$ cat config.mk
export PLATFORM = sky130hd
export DESIGN_NAME = mvm_result_drain
export DESIGN_NICKNAME = d
export VERILOG_FILES = /design/src/rtl/mvm_result_drain.sv
export SDC_FILE = /design/constraint.sdc
export NUM_CORES = 1
export LEC_CHECK = 0
export ABC_CLOCK_PERIOD_IN_PS = 5100
export CAP_MARGIN = 30
export CORE_AREA = 2 2 70 72
export CTS_CLUSTER_DIAMETER = 120
export DETAILED_ROUTE_END_ITERATION = 16
export DIE_AREA = 0 0 72 74
export GPL_TIMING_DRIVEN = 0
export PLACE_DENSITY_LB_ADDON = 0.08
export SLEW_MARGIN = 0
export SYNTH_ARGS = -nofsm -noshare
export SYNTH_HDL_FRONTEND = slang
export SYNTH_SLANG_ARGS = --single-unit
$ cat constraint.sdc
create_clock -name clk -period 5.1 [get_ports clk]
set_clock_uncertainty 0.05 [all_clocks]
set_input_delay 0.51 -clock clk [delete_from_list [all_inputs] [get_ports clk]]
set_output_delay 0.51 -clock clk [all_outputs]
set_load 0.02 [all_outputs]
$ cat src/rtl/mvm_result_drain.sv
`default_nettype none
// ============================================================================
// Module      : mvm_result_drain
// Description : Captures the result words a matrix-vector multiplier streams
//               after its done pulse, buffers them, and replays them on a
//               valid/ready stream saturated to a narrower signed width.
//               Reports idle to the upstream controller and flags done pulses
//               that arrive while a job is still in flight.
// Revision    : 1.0 - initial release
// ============================================================================
module mvm_result_drain #(
    parameter int MAT_SCALE = 3,
    parameter int IN_WIDTH  = 16,
    parameter int OUT_WIDTH = 8
) (
    input  logic                        clk,
    input  logic                        reset,
    input  logic                        done_in,
    input  logic signed [IN_WIDTH-1:0]  y_in,
    output logic        [OUT_WIDTH-1:0] out_data,
    output logic                        out_valid,
    input  logic                        out_ready,
    output logic                        out_last,
    output logic                        out_sat,
    output logic                        idle,
    output logic                        err_overrun
);

    localparam int IDX_W = (MAT_SCALE > 1) ? $clog2(MAT_SCALE) : 1;
    localparam logic [IDX_W-1:0] C_LAST_IDX = IDX_W'(MAT_SCALE - 1);
    localparam logic [IDX_W-1:0] C_IDX_ONE  = IDX_W'(1);

    typedef enum logic [1:0] {
        S_IDLE    = 2'd0,
        S_CAPTURE = 2'd1,
        S_DRAIN   = 2'd2
    } state_t;

    state_t                     state_q;
    logic [IDX_W-1:0]           wr_q;
    logic [IDX_W-1:0]           rd_q;
    logic                       out_valid_q;
    logic                       out_last_q;
    logic                       idle_q;
    logic                       err_q;
    logic signed [IN_WIDTH-1:0] buf_q [MAT_SCALE];

    logic                       buf_we_d;
    logic [IDX_W-1:0]           buf_idx_d;
    logic signed [IN_WIDTH-1:0] rd_word_d;
    logic [OUT_WIDTH-1:0]       sat_data_d;
    logic                       sat_flag_d;

    // Word 0 lands with the done pulse; later words land at the write index.
    always_comb begin
        buf_we_d  = 1'b0;
        buf_idx_d = wr_q;
        if (state_q == S_IDLE) begin
            buf_we_d  = done_in;
            buf_idx_d = '0;
        end else if (state_q == S_CAPTURE) begin
            buf_we_d  = 1'b1;
        end
    end

    // Result buffer; contents are meaningless until a job is captured, so no reset.
    always_ff @(posedge clk) begin
        if (buf_we_d) begin
            buf_q[buf_idx_d] <= y_in;
        end
    end

    // Capture/drain sequencer with registered status and handshake outputs.
    always_ff @(posedge clk or negedge reset) begin
        if (!reset) begin
            state_q     <= S_IDLE;
            wr_q        <= '0;
            rd_q        <= '0;
            out_valid_q <= 1'b0;
            out_last_q  <= 1'b0;
            idle_q      <= 1'b1;
            err_q       <= 1'b0;
        end else begin
            // A done pulse is only legal while idle; anything else is sticky.
            if (done_in && (state_q != S_IDLE)) begin
                err_q <= 1'b1;
            end
            case (state_q)
                S_IDLE: begin
                    if (done_in) begin
                        wr_q   <= C_IDX_ONE;
                        idle_q <= 1'b0;
                        if (MAT_SCALE == 1) begin
                            state_q     <= S_DRAIN;
                            rd_q        <= '0;
                            out_valid_q <= 1'b1;
                            out_last_q  <= 1'b1;
                        end else begin
                            state_q <= S_CAPTURE;
                        end
                    end
                end
                S_CAPTURE: begin
                    wr_q <= wr_q + C_IDX_ONE;
                    if (wr_q == C_LAST_IDX) begin
                        state_q     <= S_DRAIN;
                        rd_q        <= '0;
                        out_valid_q <= 1'b1;
                        out_last_q  <= 1'b0;
                    end
                end
                S_DRAIN: begin
                    if (out_valid_q && out_ready) begin
                        if (out_last_q) begin
                            state_q     <= S_IDLE;
                            wr_q        <= '0;
                            rd_q        <= '0;
                            out_valid_q <= 1'b0;
                            out_last_q  <= 1'b0;
                            idle_q      <= 1'b1;
                        end else begin
                            rd_q       <= rd_q + C_IDX_ONE;
                            out_last_q <= ((rd_q + C_IDX_ONE) == C_LAST_IDX);
                        end
                    end
                end
                default: begin
                    state_q     <= S_IDLE;
                    wr_q        <= '0;
                    rd_q        <= '0;
                    out_valid_q <= 1'b0;
                    out_last_q  <= 1'b0;
                    idle_q      <= 1'b1;
                end
            endcase
        end
    end

    assign rd_word_d = buf_q[rd_q];

    if (OUT_WIDTH < IN_WIDTH) begin : g_sat
        localparam logic signed [IN_WIDTH-1:0] C_SAT_MAX =
            {{(IN_WIDTH-OUT_WIDTH+1){1'b0}}, {(OUT_WIDTH-1){1'b1}}};
        localparam logic signed [IN_WIDTH-1:0] C_SAT_MIN =
            {{(IN_WIDTH-OUT_WIDTH+1){1'b1}}, {(OUT_WIDTH-1){1'b0}}};

        // Signed clamp of the word under the read pointer.
        always_comb begin
            sat_data_d = rd_word_d[OUT_WIDTH-1:0];
            sat_flag_d = 1'b0;
            if (rd_word_d > C_SAT_MAX) begin
                sat_data_d = C_SAT_MAX[OUT_WIDTH-1:0];
                sat_flag_d = 1'b1;
            end else if (rd_word_d < C_SAT_MIN) begin
                sat_data_d = C_SAT_MIN[OUT_WIDTH-1:0];
                sat_flag_d = 1'b1;
            end
        end
    end else begin : g_no_sat
        assign sat_data_d = rd_word_d[OUT_WIDTH-1:0];
        assign sat_flag_d = 1'b0;
    end

    // Data and flag are forced to zero outside a valid beat so reset shows zeros.
    assign out_data    = out_valid_q ? sat_data_d : '0;
    assign out_sat     = out_valid_q & sat_flag_d;
    assign out_valid   = out_valid_q;
    assign out_last    = out_last_q;
    assign idle        = idle_q;
    assign err_overrun = err_q;

endmodule
`default_nettype wire

==> results.tsv, run 1 <==
metric	value	unit
Crit path arrival time	2.77	ns
routability congestion estimate	0.726	
Slew Limit Fails	0	
Synth Instances	168	
drt initial violations	75	
RSZ-0062 raised after global routing	false	
clk_lat worst skew	0.32	ns
CP Data Required Time	4.54	ns
Die Ht	74	um
Hold Crit Class	register to register	
Rows	25	
crit share post-route	65.3	%
status	finished clean	
Async S/R FF share, synth	17.2	%
worst r2r src	state_q[0]	
clock power share	16.6	%
worst hold path depth	1	
PD cells	648	mW/mm^2
worst flop-to-flop path endpoint	buf_q[1][9]	
CTS tree	yes	
post-DR wirelength/cell	16.7	um
clk slew on worst S/H paths	0.06	ns
root buf cell	clkbuf_8	
DRC Markers	0	
post-DP HPWL	3180	um
Seq pwr share	38.2	%
io pins	33	
crit-path max FO	9	
TritonCTS buffer count	9	
Post-CTS Resized	0	
Final ANT Viol Nets	0	
Yosys cell types	35	
Comb pwr share	45.2	%
Final TNS setup	0	ns
buffers added on ports	32	
# setup viols final	0	
number of global-route vias before repair	1553	
Starting Density	53.1	%
number of fill cells in the layout	338	
# clock sinks	58	
Sw Pwr	720	uW
Startpoint Class	register	
Overflow after GRT	0	
htree depth	3	
most frequent cells in the layout	edfxtp_1, clkdlybuf4s50_1, mux2i_1, nand2_1	
most common flop cell mapped by yosys	edfxtp_1	
hold path startpoint	err_overrun	
Sw Ratio	36.4	%
Post-synth EDFFs	48	
Layout Area Growth over Synthesis	25.2	%
largest net degree at the start of global routing	14	
commonest non-fill, non-tap cell in the layout	edfxtp_1	
Hold Buf Count CTS	0	
number of max-cap violations	0	
Synth warnings	0	
R2R Setup Slk	2.70	ns
Worst R2R Path Depth	4	
nets@finish	237	
syn_area_per_cell	14.5	um^2
#FFs+latches synth	58	
first-pass GRT wire length	7270	um
Finished Cell Area	0.00306	mm^2
ANT cells	0	
cell internal pwr	1260	uW
antenna violations before repair	0	
Hold WS	0.410	ns
layout cells sized above 1	13.2	%
worst-margin pin slew	0.937	ns
Setup CP Type	register to primary output	
final WL	4570	um
Core Region	0.00460	mm^2
iteration count of the initial detailed-routing pass	4	
register area share after synthesis	69.3	%
setup repair bufs after CTS	0	
syn_nets	190	
vias post-DR	1542	
Final Hold Fails	0	
fmax	300	MHz
Pwr Total	1980	uW
Tmin final	3.33	ns
Hold EP	err_overrun	
via/cell ratio	5.63	
DP Area	0.00290	mm^2
leakage power	0.00111	uW
Mapped Area	0.00244	mm^2
CP endpoint kind	primary output	
CTS Buffer Depth	2	
Peak supply drop	0.000396	V
relative slew slack	37.3	%
total global-route track usage	19.2	%
DIE WIDTH	72	um
Die ar.	0.00533	mm^2
[stage by stage]
step	worst slack, ns	util (%)	std cells
global placement	0.715	61.6	254
global route	1.65	66.5	274
finish	1.77	66.5	274
CTS	1.75	66.5	274
detailed placement	2.10	63.2	258
floorplan	2.06	-	168
[synth_stat cells (2+ instances only)]
| library cell | count | area share (%) |
|---|---|---|
| a21oi_1 | 8 | 1.6 |
| buf_6 | 3 | 1.4 |
| clkbuf_1 | 5 | 0.77 |
| dfrtp_1 | 9 | 9.2 |
| edfxtp_1 | 48 | 59 |
| ha_1 | 2 | 1.0 |
| inv_1 | 4 | 0.61 |
| mux2_1 | 7 | 3.2 |
| mux2i_1 | 16 | 6.6 |
| nand2_1 | 16 | 2.5 |
| nand2b_1 | 2 | 0.51 |
| nand3_1 | 2 | 0.41 |
| nand4_1 | 2 | 0.51 |
| nor2_1 | 2 | 0.31 |
| nor4_1 | 2 | 0.51 |
| o211ai_1 | 7 | 2.2 |
| o21a_1 | 3 | 0.92 |
| o21ai_0 | 7 | 1.4 |
| o21ai_1 | 7 | 1.4 |
[logic make-up (layout without fill, tap and decap cells)]
group	count (synthesis)	in the layout	synth area share (%)
adders and majority gates	2	2	1.02
and+or+nand+nor	34	34	7.22
muxes	24	24	10.2
DFF	58	58	69.3
buffers and inverters	14	66	3.12
AOI/OAI and AO/OA	36	36	9.07
[critical path, stage by stage (launching register included)]
cell and delay [ns]:
dfrtp_1 0.38, buf_6 0.17, mux2_1 0.33, mux2i_1 0.27
nor4_1 0.11, a21oi_2 0.39, o21a_1 0.20, clkdlybuf4s50_1 0.60
[power by group through the flow]
stage | logic (uW) | registers (uW) | clock network, uW
5_1_grt | 970 | 771 | 361
6_report | 894 | 757 | 329
2_1_floorplan | 529 | 763 | 0
3_5_place_dp | 894 | 767 | 0
3_3_place_gp | 815 | 767 | 0
4_1_cts | 900 | 758 | 342
[final cells by class]
| cell class | count | area [um^2] | share of cell area (%) |
|---|---|---|---|
| buffer | 9 | 57.6 | 1.88 |
| clock buffer | 11 | 131 | 4.30 |
| clock inverter | 5 | 21.3 | 0.696 |
| sequential | 58 | 1690 | 55.4 |
| multi-input combinational | 96 | 698 | 22.8 |
| tap | 54 | 67.6 | 2.21 |
| inverter | 5 | 18.8 | 0.614 |
| timing repair buffer | 36 | 369 | 12.1 |
[sequential cells by signal, summed over array words and instances (netlist names)]
| register | count |
|---|---|
| out_last | 1 |
| out_valid | 1 |
| buf_q | 48 |
| rd_q | 2 |
| wr_q | 2 |
| state_q | 2 |
| err_overrun | 1 |
| idle | 1 |
[worst max path at each step]
| stage | slack, ns | cells past startpoint | endpoint | startpoint |
|---|---|---|---|---|
| 3_3_place_gp | 0.71 | 3 | buf_q[1][13] | state_q[0] |
| 6_report | 1.77 | 7 | out_sat | rd_q[0] |
| 3_5_place_dp | 2.10 | 7 | out_sat | rd_q[0] |
| 5_1_grt | 1.65 | 7 | out_sat | rd_q[0] |
| 2_1_floorplan | 2.06 | 3 | buf_q[1][0] | state_q[0] |
| 4_1_cts | 1.75 | 7 | out_sat | rd_q[0] |
[metal layers]
metal,routed length (um),vias up,part of all wire [%],track usage [%]
met3,275,8,6.0,6.37
met4,81,0,1.8,10.3
met5,0,-,0,0
met1,1950,750,43,23.9
met2,2260,48,50,30.1
li1,-,736,-,-
Power figures use the tool's default switching activity.
==> inputs of run 2 (changes only) <==
ABC_CLOCK_PERIOD_IN_PS = 2790   (was 5100)
CORE_AREA = 2 2 74 76   (was 2 2 70 72)
DIE_AREA = 0 0 76 78   (was 0 0 72 74)
clock period = 2.79 ns   (was 5.1 ns; I/O delays follow)
==> run 2 against run 1 <==
  * Critical path depth up 1
  * Via count up 2.9%
  * Non-clock buffer count up 9
  * Count of clock-buffer cells in the layout unchanged
  * Cell area up 3.8%
  * Critical path type unchanged
  * Final cell count up 9.1%
  * First-iteration DRC count up 6.7%
  * Total power up 90%
  * Register-to-register slack worse by 2.1 ns
  * Clock power up 87%
==> results.tsv, run 2 (synthesized netlist as in run 1, its figures left out) <==
metric	value	unit	change
ANT cells	0		unchanged
final core utilization	62.9	%	was 66.5%
DP Area	0.00293	mm^2	was 0.00290 mm^2
PD cells	1180	mW/mm^2	was 648 mW/mm^2
most frequent cells in the layout	edfxtp_1, clkdlybuf4s50_1, nand2_1		was edfxtp_1, clkdlybuf4s50_1, mux2i_1, nand2_1
Final TNS setup	0	ns	unchanged
nets@finish	246		was 237
via/cell ratio	5.31		was 5.63
leakage power	0.00115	uW	was 0.00111 uW
Crit path arrival time	2.42	ns	was 2.77 ns
CP endpoint kind	primary output		unchanged
Rows	26		was 25
fmax	364	MHz	
Hold Buf Count CTS	0		unchanged
Crit path largest cell delay	0.40	ns	was 0.60 ns
number of max-cap violations	0		unchanged
Startpoint Class	register		unchanged
Final Hold Fails	0		unchanged
# clock sinks	58		unchanged
Slew Limit Fails	0		unchanged
crit-path cells	buf_4, mux2_1, mux2i_2, nand4_1, buf_4, o211ai_4, o21ai_1, clkdlybuf4s15_1		was buf_6, mux2_1, mux2i_1, nor4_1, a21oi_2, o21a_1, clkdlybuf4s50_1
relative slew slack	53.1	%	was 37.3%
TritonCTS buffer count	9		unchanged
commonest non-fill, non-tap cell in the layout	edfxtp_1		unchanged
Setup CP Type	register to primary output		unchanged
drt initial violations	80		was 75
CTS Buffer Depth	2		unchanged
CP Data Required Time	2.46	ns	was 4.54 ns
layout cells sized above 1	21.8	%	was 13.2%
RSZ-0062 raised after global routing	true		was false
Die Ht	78	um	was 74 um
crit-path max FO	4		was 9
CP dominant cell by count	buf_4		
CTS tree	yes		unchanged
Slowest-stage cell, CP	dfrtp_1		was clkdlybuf4s50_1
post-DR wirelength/cell	17.1	um	was 16.7 um
Finished Cell Area	0.00317	mm^2	was 0.00306 mm^2
non-filler cells, final	299		was 274
Core Region	0.00504	mm^2	was 0.00460 mm^2
DRC Markers	0		unchanged
antenna violations before repair	0		unchanged
Final ANT Viol Nets	0		unchanged
Hold Crit Class	input port to async pin		was register to register
htree depth	3		unchanged
number of global-route vias before repair	1682		was 1553
total global-route track usage	18.6	%	was 19.2%
root buf cell	clkbuf_8		unchanged
Starting Density	48.4	%	was 53.1%
# setup viols final	0		unchanged
largest net degree at the start of global routing	13		was 14
iteration count of the initial detailed-routing pass	4		unchanged
Hold WS	0.218	ns	was 0.410 ns
Peak supply drop	0.000506	V	was 0.000396 V
Overflow after GRT	0		unchanged
Largest Register	buf_q		unchanged
Placed Cells	273		was 258
vias post-DR	1587		was 1542
buffers added on ports	32		unchanged
worst path bufs/invs	3		was 2
status	finished clean		unchanged
routability congestion estimate	0.797		was 0.726
io pins	33		unchanged
Tmin final	2.75	ns	
worst-margin pin slew	0.702	ns	was 0.937 ns
post-DP HPWL	3330	um	was 3180 um
Largest register FFs	48		unchanged
DIE WIDTH	76	um	was 72 um
final WL	5130	um	was 4570 um
Layout Area Growth over Synthesis	29.9	%	was 25.2%
crit share post-route	98.5	%	
clk_lat worst skew	0.33	ns	was 0.32 ns
Worst path top cell family by delay	buffers and inverters		unchanged
clk slew on worst S/H paths	0.06	ns	about the same
number of fill cells in the layout	404		was 338
first-pass GRT wire length	8170	um	was 7270 um
Die ar.	0.00593	mm^2	was 0.00533 mm^2
## run 2: changes by cell type in the layout (fill, tap and decap cells not counted), sizes merged
cell	previous run	this run
buf	7	21
clkdlybuf4s15	0	2
clkdlybuf4s50	32	24
dlymetal6s2s	0	1
## run 2: report_power, final
group / total [uW] / internal [uW] / switching (uW)
clock: 614 / 310 / 304
combinational: 1740 / 752 / 992
sequential: 1400 / 1290 / 110
total: 3750 / 2350 / 1410
## run 2: routing by layer
layer  global-route usage, %  vias up  wire, um
li1                        -      751         -
met1                    21.8      789      2240
met2                    31.4       37      2560
met3                    5.58       10       192
met4                    9.09        0       131
met5                       0        -         0
## run 2: repair_timing
| item | 4_1_cts | 5_1_grt |
|---|---|---|
| resized for setup | 23 | 14 |
| pin swaps | 3 | 3 |
| cloned | 0 | 1 |
| setup buffers | 5 | 4 |
| endpoints found under the setup margin | 8 | 8 |
## run 2: per-stage QoR
step | setup slack [ns] | total power [uW]
3_3_place_gp | -0.335 | 2920
2_1_floorplan | 0.498 | 2370
6_report | 0.0413 | 3750
3_5_place_dp | 0.0488 | 3060
5_1_grt | -0.0539 | 3990
4_1_cts | -0.121 | 3760
## run 2: final cells by class
| cell class | instances | area (um^2) | area share, % |
|---|---|---|---|
| Sequential cell | 58 | 1690 | 53.4 |
| Multi-Input combinational cell | 96 | 742 | 23.4 |
| Timing Repair Buffer | 45 | 418 | 13.2 |
| Clock buffer | 11 | 131 | 4.14 |
| Tap cell | 70 | 87.6 | 2.76 |
| Buffer | 9 | 57.6 | 1.81 |
| Clock inverter | 5 | 21.3 | 0.671 |
| Inverter | 5 | 21.3 | 0.671 |
## run 2: final timing paths
check | to | slack (ns) | cells past startpoint | start
worst max-delay path | out_data[4] | 0.04 | 8 | rd_q[0]
worst min-delay path | err_overrun | 0.22 | 1 | reset
worst max register to register | buf_q[2][15] | 0.58 | 4 | state_q[0]
worst min register to register | err_overrun | 0.42 | 1 | err_overrun
max in group asynchronous | idle | 2.13 | 1 | reset
min in group clk | err_overrun | 0.42 | 1 | err_overrun
==> inputs of run 3 (changes only) <==
RECOVER_POWER = 100   (was not set)
==> run 3 against run 2 <==
  * Utilization down 0.89 points
  * Maximum frequency fell by 0.26%
  * Routed wire length shrank 0.98%
  * Count of clock-buffer cells in the layout stayed put
  * Highest routed layer unchanged
  * Cell area fell by 1.4%
  * Sequential share of layout area up 0.77 points
  * Total power shrank 2.8%
  * Combinational power fell by 6%
==> results.tsv, run 3 (synthesized netlist as in run 1, its figures left out) <==
metric	value	unit	change
Starting Density	48.4	%	unchanged
fmax	363	MHz	was 364 MHz
post-DR wirelength/cell	17.0	um	was 17.1 um
worst-margin pin slew	1.15	ns	was 0.702 ns
first-pass GRT wire length	8170	um	unchanged
drt initial violations	75		was 80
Final ANT Viol Nets	0		unchanged
Seq pwr share	38.2	%	was 37.2%
Die ar.	0.00593	mm^2	unchanged
post-DP HPWL	3330	um	unchanged
DRC Markers	0		unchanged
worst setup margin	0.0342	ns	was 0.0413 ns
CP endpoint kind	primary output		unchanged
Hold WS	0.287	ns	was 0.218 ns
crit-path max FO	5		was 4
# setup viols final	0		unchanged
Layout Area Growth over Synthesis	28.0	%	was 29.9%
leakage power	0.00114	uW	was 0.00115 uW
CTS Buffer Depth	2		unchanged
vias post-DR	1584		was 1587
cell internal pwr	2270	uW	was 2350 uW
Sw Pwr	1380	uW	was 1410 uW
worst r2r src	state_q[0]		unchanged
most frequent cells in the layout	edfxtp_1, dlygate4sd3_1, nand2_1		was edfxtp_1, clkdlybuf4s50_1, nand2_1
relative slew slack	22.0	%	was 53.1%
final WL	5080	um	was 5130 um
Critical path origin	rd_q[0]		unchanged
via/cell ratio	5.30		was 5.31
ANT cells	0		unchanged
area occupied by multi-input gates	721	um^2	was 742 um^2
htree depth	3		unchanged
Largest Register	buf_q		unchanged
Overflow after GRT	0		unchanged
PD cells	1170	mW/mm^2	was 1180 mW/mm^2
layout cells sized above 1	21.4	%	was 21.8%
io pins	33		unchanged
number of global-route vias before repair	1682		unchanged
Setup CP Type	register to primary output		unchanged
Comb pwr share	45.1	%	was 46.5%
total global-route track usage	18.6	%	unchanged
root buf cell	clkbuf_8		unchanged
number of max-cap violations	0		unchanged
DP Area	0.00293	mm^2	unchanged
clk_lat worst skew	0.33	ns	about the same
largest net degree at the start of global routing	13		unchanged
Crit path arrival time	2.43	ns	was 2.42 ns
register area	0.00169	mm^2	unchanged
Tmin final	2.76	ns	was 2.75 ns
Largest register FFs	48		unchanged
status	finished clean		unchanged
routability congestion estimate	0.797		unchanged
nets@finish	246		unchanged
TritonCTS buffer count	9		unchanged
commonest non-fill, non-tap cell in the layout	edfxtp_1		unchanged
antenna violations before repair	0		unchanged
Sw Ratio	37.7	%	was 37.5%
Hold Crit Class	input port to async pin		unchanged
clock power share	16.8	%	was 16.4%
number of fill cells in the layout	411		was 404
CP Data Required Time	2.46	ns	about the same
# clock sinks	58		unchanged
crit share post-route	98.8	%	was 98.5%
Peak supply drop	0.000503	V	was 0.000506 V
RSZ-0062 raised after global routing	true		unchanged
Slew Limit Fails	0		unchanged
Startpoint Class	register		unchanged
CTS tree	yes		unchanged
Final Hold Fails	0		unchanged
Die Ht	78	um	unchanged
final core utilization	62.0	%	was 62.9%
iteration count of the initial detailed-routing pass	4		unchanged
DIE WIDTH	76	um	unchanged
buffers added on ports	32		unchanged
Placement Setup Slack	0.0488	ns	unchanged
Core Region	0.00504	mm^2	unchanged
Finished Cell Area	0.00313	mm^2	was 0.00317 mm^2
clk slew on worst S/H paths	0.06	ns	about the same
Rows	26		unchanged
-- run 3: area by class of cell --
class	instances	share of cell area, %
clock inverter	5	0.680
buffer	9	1.84
tap	70	2.80
sequential	58	54.1
clock buffer	11	4.20
multi-input combinational	96	23.0
timing repair buffer	45	12.6
inverter	5	0.680
-- run 3: power groups by stage --
stage / Clock, uW / Combinational (uW) / Sequential [uW]
detailed placement: 0 / 1650 / 1410
global placement: 0 / 1520 / 1400
global route: 668 / 1800 / 1420
finish: 612 / 1640 / 1390
floorplan: 0 / 979 / 1390
CTS: 628 / 1740 / 1390
-- run 3: through the flow --
stage	instances	power (uW)	TNS, ns
final	299	3650	0
after global routing	299	3880	-0.286
after CTS	294	3760	-0.121
after detailed placement	273	3060	0
after global placement	270	2920	-11.12
after floorplan	168	2370	0
-- run 3: worst paths after layout --
path / end / slack (ns) / depth (start not counted)
worst max-delay path: out_data[6] / 0.03 / 9
worst min-delay path: err_overrun / 0.29 / 1
worst max register to register: buf_q[2][15] / 0.24 / 4
worst min register to register: err_overrun / 0.41 / 1
max in group asynchronous: idle / 2.06 / 1
min in group clk: err_overrun / 0.41 / 1
-- run 3: what timing repair did --
item | in CTS | in global routing
setup buffers | 5 | 4
endpoints found under the setup margin | 8 | 8
resized for setup | 23 | 14
cloned | 0 | 1
pin swaps | 3 | 3
hold buffers | 0 | 0
-- run 3: routing by layer --
| metal | vias up | share of wire (%) | global-route usage (%) |
|---|---|---|---|
| li1 | 752 | - | - |
| met1 | 787 | 44 | 21.8 |
| met2 | 36 | 50 | 31.4 |
| met3 | 9 | 3.9 | 5.58 |
| met4 | 0 | 2.0 | 9.09 |
| met5 | - | 0 | 0 |
-- run 3: critical path: stages (launching register included) --
cell and delay (ns):
dfrtp_1 0.40, buf_4 0.17, mux2_1 0.33, mux2i_2 0.21
nand4_1 0.17, buf_4 0.19, o211ai_4 0.21, buf_4 0.18
o21ai_1 0.07, buf_2 0.17
